## src/rtl/spi_ram_pkg.sv

```systemverilog
// Shared types and helpers for the burst-capable SPI command RAM.
package spi_ram_pkg;

  typedef enum logic [1:0] {
    OP_WR_ADDR = 2'b00,
    OP_WR_DATA = 2'b01,
    OP_RD_ADDR = 2'b10,
    OP_RD_DATA = 2'b11
  } opcode_e;

  typedef enum logic [1:0] {
    INIT,
    IDLE,
    RD_WAIT
  } state_e;

  function automatic int unsigned pay_w(input int unsigned addr_size,
                                        input int unsigned mem_width);
    return (addr_size > mem_width) ? addr_size : mem_width;
  endfunction

endpackage

```

## src/rtl/spi_ram_burst_if.sv

```systemverilog
// Command/response bundle between the SPI slave (master side) and the RAM (slave side).
interface spi_ram_burst_if #(
  parameter int unsigned MEM_WIDTH = 8,
  parameter int unsigned ADDR_SIZE = 8
);
  localparam int unsigned CMD_W = 2 + spi_ram_pkg::pay_w(ADDR_SIZE, MEM_WIDTH);

  logic                 rx_valid;
  logic [CMD_W-1:0]     din;
  logic                 tx_ack;
  logic [MEM_WIDTH-1:0] dout;
  logic                 tx_valid;
  logic                 busy;
  logic                 cmd_err;

  modport master (
    output rx_valid, din, tx_ack,
    input  dout, tx_valid, busy, cmd_err
  );

  modport slave (
    input  rx_valid, din, tx_ack,
    output dout, tx_valid, busy, cmd_err
  );
endinterface

```

## src/rtl/spi_ram_mem.sv

```systemverilog
// Single-port array, synchronous write and synchronous read; read data holds when idle.
module spi_ram_mem #(
  parameter int unsigned MEM_WIDTH = 8,
  parameter int unsigned ADDR_SIZE = 8,
  parameter int unsigned MEM_DEPTH = 256
) (
  input  logic                 clk,
  input  logic                 we,
  input  logic                 re,
  input  logic [ADDR_SIZE-1:0] addr,
  input  logic [MEM_WIDTH-1:0] wdata,
  output logic [MEM_WIDTH-1:0] rdata
);

  logic [MEM_WIDTH-1:0] mem [MEM_DEPTH];

  always_ff @(posedge clk) begin
    if (we) begin
      mem[addr] <= wdata;
    end else if (re) begin
      rdata <= mem[addr];
    end
  end

endmodule

```

## src/rtl/spi_ram_burst.sv

```systemverilog
// Command decoder and read handshake for the SPI RAM, with post-reset clear and burst
// auto-increment.
module spi_ram_burst
  import spi_ram_pkg::*;
#(
  parameter int unsigned MEM_WIDTH = 8,
  parameter int unsigned ADDR_SIZE = 8,
  parameter int unsigned MEM_DEPTH = 256,
  parameter bit          AUTO_INC  = 1'b1
) (
  input  logic            clk,
  input  logic            rst,
  spi_ram_burst_if.slave  bus
);

  localparam int unsigned PAY_W = pay_w(ADDR_SIZE, MEM_WIDTH);
  localparam int unsigned CMD_W = 2 + PAY_W;
  localparam logic [ADDR_SIZE-1:0] LAST_ADDR = ADDR_SIZE'(MEM_DEPTH - 1);
  localparam logic [ADDR_SIZE:0]   DEPTH_EXT = (ADDR_SIZE + 1)'(MEM_DEPTH);

  state_e               state_q, state_d;
  logic [ADDR_SIZE-1:0] wr_addr_q, wr_addr_d;
  logic [ADDR_SIZE-1:0] rd_addr_q, rd_addr_d;
  logic [ADDR_SIZE-1:0] clr_addr_q, clr_addr_d;
  logic                 cmd_err_q, cmd_err_d;

  logic                 mem_we, mem_re;
  logic [ADDR_SIZE-1:0] mem_addr;
  logic [MEM_WIDTH-1:0] mem_wdata, mem_rdata;

  opcode_e              op;
  logic [PAY_W-1:0]     payload;
  logic [ADDR_SIZE-1:0] pay_addr;
  logic                 addr_ok;
  logic                 take;

  assign op       = opcode_e'(bus.din[CMD_W-1 -: 2]);
  assign payload  = bus.din[PAY_W-1:0];
  assign pay_addr = payload[ADDR_SIZE-1:0];
  assign addr_ok  = ({1'b0, pay_addr} < DEPTH_EXT);
  assign take     = (state_q == RD_WAIT) && bus.tx_ack;

  function automatic logic [ADDR_SIZE-1:0] next_addr(input logic [ADDR_SIZE-1:0] a);
    return (a == LAST_ADDR) ? '0 : a + ADDR_SIZE'(1);
  endfunction

  always_ff @(posedge clk or posedge rst) begin
    if (rst) begin
      state_q    <= INIT;
      wr_addr_q  <= '0;
      rd_addr_q  <= '0;
      clr_addr_q <= '0;
      cmd_err_q  <= 1'b0;
    end else begin
      state_q    <= state_d;
      wr_addr_q  <= wr_addr_d;
      rd_addr_q  <= rd_addr_d;
      clr_addr_q <= clr_addr_d;
      cmd_err_q  <= cmd_err_d;
    end
  end

  always_comb begin
    state_d    = state_q;
    wr_addr_d  = wr_addr_q;
    rd_addr_d  = rd_addr_q;
    clr_addr_d = clr_addr_q;
    cmd_err_d  = 1'b0;
    mem_we     = 1'b0;
    mem_re     = 1'b0;
    mem_addr   = rd_addr_q;
    mem_wdata  = payload[MEM_WIDTH-1:0];

    unique case (state_q)
      INIT: begin
        mem_we     = 1'b1;
        mem_addr   = clr_addr_q;
        mem_wdata  = '0;
        clr_addr_d = next_addr(clr_addr_q);
        cmd_err_d  = bus.rx_valid;
        if (clr_addr_q == LAST_ADDR) begin
          state_d = IDLE;
        end
      end
      IDLE, RD_WAIT: begin
        if (take) begin
          state_d = IDLE;
        end
        if (bus.rx_valid) begin
          unique case (op)
            OP_WR_ADDR: begin
              if (addr_ok) wr_addr_d = pay_addr;
              else         cmd_err_d = 1'b1;
            end
            OP_WR_DATA: begin
              mem_we   = 1'b1;
              mem_addr = wr_addr_q;
              if (AUTO_INC) wr_addr_d = next_addr(wr_addr_q);
            end
            OP_RD_ADDR: begin
              if (addr_ok) rd_addr_d = pay_addr;
              else         cmd_err_d = 1'b1;
            end
            OP_RD_DATA: begin
              // A read while the previous word is still unacknowledged would clobber dout.
              if ((state_q == IDLE) || take) begin
                mem_re  = 1'b1;
                state_d = RD_WAIT;
                if (AUTO_INC) rd_addr_d = next_addr(rd_addr_q);
              end else begin
                cmd_err_d = 1'b1;
              end
            end
          endcase
        end
      end
      default: state_d = INIT;
    endcase
  end

  spi_ram_mem #(
    .MEM_WIDTH(MEM_WIDTH),
    .ADDR_SIZE(ADDR_SIZE),
    .MEM_DEPTH(MEM_DEPTH)
  ) u_mem (
    .clk  (clk),
    .we   (mem_we),
    .re   (mem_re),
    .addr (mem_addr),
    .wdata(mem_wdata),
    .rdata(mem_rdata)
  );

  // tx_valid is exactly the RD_WAIT state; dout is masked so reset forces it to zero.
  assign bus.tx_valid = (state_q == RD_WAIT);
  assign bus.dout     = bus.tx_valid ? mem_rdata : '0;
  assign bus.busy     = (state_q == INIT);
  assign bus.cmd_err  = cmd_err_q;

endmodule
```

## src/flat_wrapper.sv

```systemverilog
// flat-port wrapper written by rule: the top's interface ports become plain ports
module spi_ram_burst_flat import spi_ram_pkg::*;
#(
  parameter int unsigned MEM_WIDTH = 8,
  parameter int unsigned ADDR_SIZE = 8,
  parameter int unsigned MEM_DEPTH = 256,
  parameter bit          AUTO_INC  = 1'b1
)
  (clk, rst, bus_rx_valid, bus_din, bus_tx_ack, bus_dout, bus_tx_valid, bus_busy, bus_cmd_err);
  spi_ram_burst_if #(.MEM_WIDTH(MEM_WIDTH), .ADDR_SIZE(ADDR_SIZE)) bus_i ();
  input  logic clk;
  input  logic rst;
  input wire logic [$bits(bus_i.rx_valid)-1:0] bus_rx_valid;
  input wire logic [$bits(bus_i.din)-1:0] bus_din;
  input wire logic [$bits(bus_i.tx_ack)-1:0] bus_tx_ack;
  output wire logic [$bits(bus_i.dout)-1:0] bus_dout;
  output wire logic [$bits(bus_i.tx_valid)-1:0] bus_tx_valid;
  output wire logic [$bits(bus_i.busy)-1:0] bus_busy;
  output wire logic [$bits(bus_i.cmd_err)-1:0] bus_cmd_err;
  assign bus_i.rx_valid = bus_rx_valid;
  assign bus_i.din = bus_din;
  assign bus_i.tx_ack = bus_tx_ack;
  assign bus_dout = bus_i.dout;
  assign bus_tx_valid = bus_i.tx_valid;
  assign bus_busy = bus_i.busy;
  assign bus_cmd_err = bus_i.cmd_err;
  spi_ram_burst #(.MEM_WIDTH(MEM_WIDTH), .ADDR_SIZE(ADDR_SIZE), .MEM_DEPTH(MEM_DEPTH), .AUTO_INC(AUTO_INC)) u_core (.clk(clk), .rst(rst), .bus(bus_i));
endmodule
```

## config.mk

```make
export PLATFORM = sky130hd
export DESIGN_NAME = spi_ram_burst_flat
export DESIGN_NICKNAME = d
export VERILOG_FILES = /design/src/rtl/spi_ram_pkg.sv /design/src/rtl/spi_ram_burst_if.sv /design/src/rtl/spi_ram_mem.sv /design/src/rtl/spi_ram_burst.sv /design/src/flat_wrapper.sv
export SDC_FILE = /design/constraint.sdc
export NUM_CORES = 2
export LEC_CHECK = 0
export BUFFER_PORTS_ARGS = -buffer_cell sky130_fd_sc_hd__buf_2
export CORE_MARGIN = 2
export CORE_UTILIZATION = 55
export CTS_CLUSTER_DIAMETER = 30
export DETAILED_ROUTE_END_ITERATION = 12
export PLACE_DENSITY = 0.7
export SLEW_MARGIN = 30
export SYNTH_ARGS = -nofsm -noshare
export SYNTH_HDL_FRONTEND = slang
export SYNTH_SLANG_ARGS = --single-unit
```

## constraint.sdc

```tcl
create_clock -name clk -period 10.7 [get_ports clk]
set_input_delay 2.14 -clock clk [delete_from_list [all_inputs] [get_ports clk]]
set_output_delay 2.14 -clock clk [all_outputs]
set_load 0.1 [all_outputs]
```

==> key figures <==
Run status
  – Status: finished clean

Cells and area
  – P&R area growth vs syn: 18.1%
  – Share of cells above drive strength 1: 16.4%
  – Non-Filler Instances: 8964
  – Core Util, Final: 65.6%
  – FILL cells: 10800
  – Nets: 6597

Clocking
  – CTS clk-pin slew, worst paths: 50 ps
  – H-tree Lvls: 5
  – Max Root-Sink Buffers: 4
  – Clk sinks: 2083
  – # Post-CTS Setup Buffers: 0
  – Skew-Pair Late Insertion Delay: 960 ps
  – Clk root buf: clkbuf_16
  – Num CTS Buffers: 408
  – CTS Hold Bufs: 0
  – Resized cells post-CTS: 0
  – CTS tree: done

Global route
  – First-pass GRT wire length: 382000 µm
  – GRT overflow: 0
  – Number of global-route vias before repair: 58200
  – All-Layer GR Usage: 31.4%
  – Initial antenna violation count: 9
  – Pin count of the biggest net entering global routing: 233

Die
  – Die height: 404 µm
  – Initial core utilization: 55.5%
  – Die width: 404 µm
  – Core Region: 159000 µm²
  – Die area: 163000 µm²
  – Boundary Pins: 25
  – Row cnt: 146

Timing
  – Slew @ Worst Pin: 1140 ps
  – Tcrit/Tclk final: 67.0%
  – Slew Limit Fails: 0
  – Fin Setup TNS: 0 ps
  – Slew Limit Headroom: 23.6%
  – Hold slack: 527 ps
  – Final setup viols: 0
  – Hold Violations, Final: 0
  – Fmax: 139 MHz
  – Min Tclk post-route: 7170 ps
  – RSZ-0062 raised after global routing: no
  – Final clock skew: 47.4 ps

Route
  – DRT Wirelength: 262000 µm
  – Drt first pass iters: 10
  – Routed length per instance: 29.3 µm
  – Vias per cell: 6.82
  – Detail Route Antenna Nets: 0
  – Initial DRC Count: 10100
  – Via Count: 61100
  – Number of remaining DRC errors: 0

Yosys
  – Synth top cells by count: edfxtp_1 (2056), nand2_1 (1076), a21oi_1 (415)
  – Syn Inst Count: 6526
  – Post-synthesis register bit count: 2083
  – Share of the synthesized area in the top cell type: 70.0%
  – Syn nets: 6548
  – Prevailing post-synth register cell: edfxtp_1
  – Post-synth EDFFs: 2056
  – Synth top area cells: edfxtp_1 (70%), nand2_1 (4.6%), mux2_2 (3.3%)
  – Synth async-reset ratio: 1.30%
  – Yosys Warn Count: 0
  – Most common cell in the netlist: edfxtp_1
  – Cell accounting for the most synthesized area: edfxtp_1
  – Post-synthesis sequential area ratio: 70.8%
  – Syn Area/Cell: 13.5 µm²
  – Synthesized area: 88200 µm²
  – Distinct cells, synth: 79

Worst setup path
  – Worst EP required: 11360 ps
  – Worst EP arrival: 7840 ps
  – Reg-to-reg endpoint: u_core.u_mem.rdata[7]
  – Crit. End Element: flop
  – Reg2reg setup slack: 4080 ps
  – Worst reg-to-reg path cell count: 13
  – WS Path Type: input port to flop
  – Startpoint Class: input port
  – Reg2reg start: u_core.state_q[1]
  – Worst-path fanout max: 170

Flow run
  – Max-Cap Viols: 0

Power
  – Seq pwr share: 41.2%
  – Sw Share: 19.9%
  – Maximum vdd drop: 0.218 mV
  – Total power: 21.5 mW
  – Lkg Pwr: 33.8 nW
  – Combinational share of power: 0.1%
  – Psw: 4.27 mW
  – Pwr dens: 206 nW/µm²
  – Clk pwr share: 58.7%
  – Pint: 17.2 mW

Place
  – Placed wire-length estimate: 146000 µm
  – Placer Congestion: 0.899
  – Placed Instances: 8229
  – Port Buffers: 24

Min path
  – Worst Hold Path Cells: 1
  – Worst Hold End: u_core.clr_addr_q[4]
  – Worst min-delay path startpoint: u_core.clr_addr_q[4]
  – Hold Path Class: flop to flop
==> state kept, by name, summed over array words and instances (netlist names) <==
name	flops
u_core.state_q	2
u_core.u_mem.rdata	8
u_core.u_mem.mem	2048
u_core.bus.cmd_err	1
u_core.wr_addr_q	8
u_core.rd_addr_q	8
u_core.clr_addr_q	8
==> cell type report <==
cell class | count | area, µm² | share of cell area [%]
Timing Repair Buffer | 151 | 1520 | 1.46
Clock buffer | 453 | 10500 | 10.1
Inverter | 54 | 203 | 0.195
Sequential cell | 2083 | 62400 | 59.9
Tap cell | 2072 | 2590 | 2.49
Multi-Input combinational cell | 3877 | 23800 | 22.8
Clock inverter | 273 | 3120 | 2.99
Antenna cell | 1 | 2.50 | 0.00240
==> logic make-up after synthesis <==
family | share of synthesized area, %
compound gates | 12.8
fa+ha+maj | 0.114
mux | 4.01
flops | 70.8
buf+inv | 2.63
xor+xnor | 0.0298
simple gates | 9.57
==> metal layers <==
metal / GRT usage (%) / share of wire (%)
met3: 8.85 / 13
met4: 14.0 / 4.4
met5: 0 / 0.032
met1: 43.0 / 38
met2: 47.2 / 45
==> worst max-delay path, cell delays in order <==
cell and delay, ps:
buf_2 380, nand4bb_1 450, nand2_2 150, buf_4 720, nand2_8 580, buf_12 450, buf_4 400, a211o_1 370
and3_1 180, o21ai_0 700, nand3_1 330, o31ai_1 640, nand4_1 160
==> cell usage in the layout, fill, tap and decap left out, types with 56 or more instances in the layout <==
cell type and instances:
a211oi_1 142, a21oi_1 414, a221oi_1 309, a22oi_1 84, a32oi_1 102, and3_1 56, buf_4 93, clkbuf_16 414
edfxtp_1 2056, mux2_2 255, mux2i_1 66, nand2_1 1071, nand3_1 306, nor2_1 293, o21ai_0 172
==> worst max path at each step <==
stage	start	to	slack, ps	cells after the start
after floorplan	bus_din[0]	u_core.u_mem.mem[0][0]	970	1
after global placement	bus_din[8]	u_core.u_mem.rdata[3]	2310	12
after detailed placement	bus_din[8]	u_core.u_mem.rdata[7]	2740	13
after CTS	bus_din[8]	u_core.u_mem.rdata[7]	3680	13
after global routing	bus_din[8]	u_core.u_mem.rdata[7]	3330	13
final	bus_din[8]	u_core.u_mem.rdata[7]	3530	13
==> power by group through the flow <==
stage,Combinational [mW],Sequential (mW),Clock [mW]
2_1_floorplan,0.00994,9.00,0
3_3_place_gp,0.0182,9.00,0
3_5_place_dp,0.0187,9.00,0
4_1_cts,0.0189,8.85,12.6
5_1_grt,0.0203,8.84,13.0
6_report,0.0189,8.85,12.6
==> stage by stage <==
| stage | cell area, µm² | worst slack [ps] |
|---|---|---|
| floorplan | 88200 | 969 |
| global placement | 90100 | 2310 |
| detailed placement | 90300 | 2740 |
| CTS | 104000 | 3680 |
| global route | 104000 | 3330 |
| finish | 104000 | 3530 |
(Power assumes the default switching activity.)
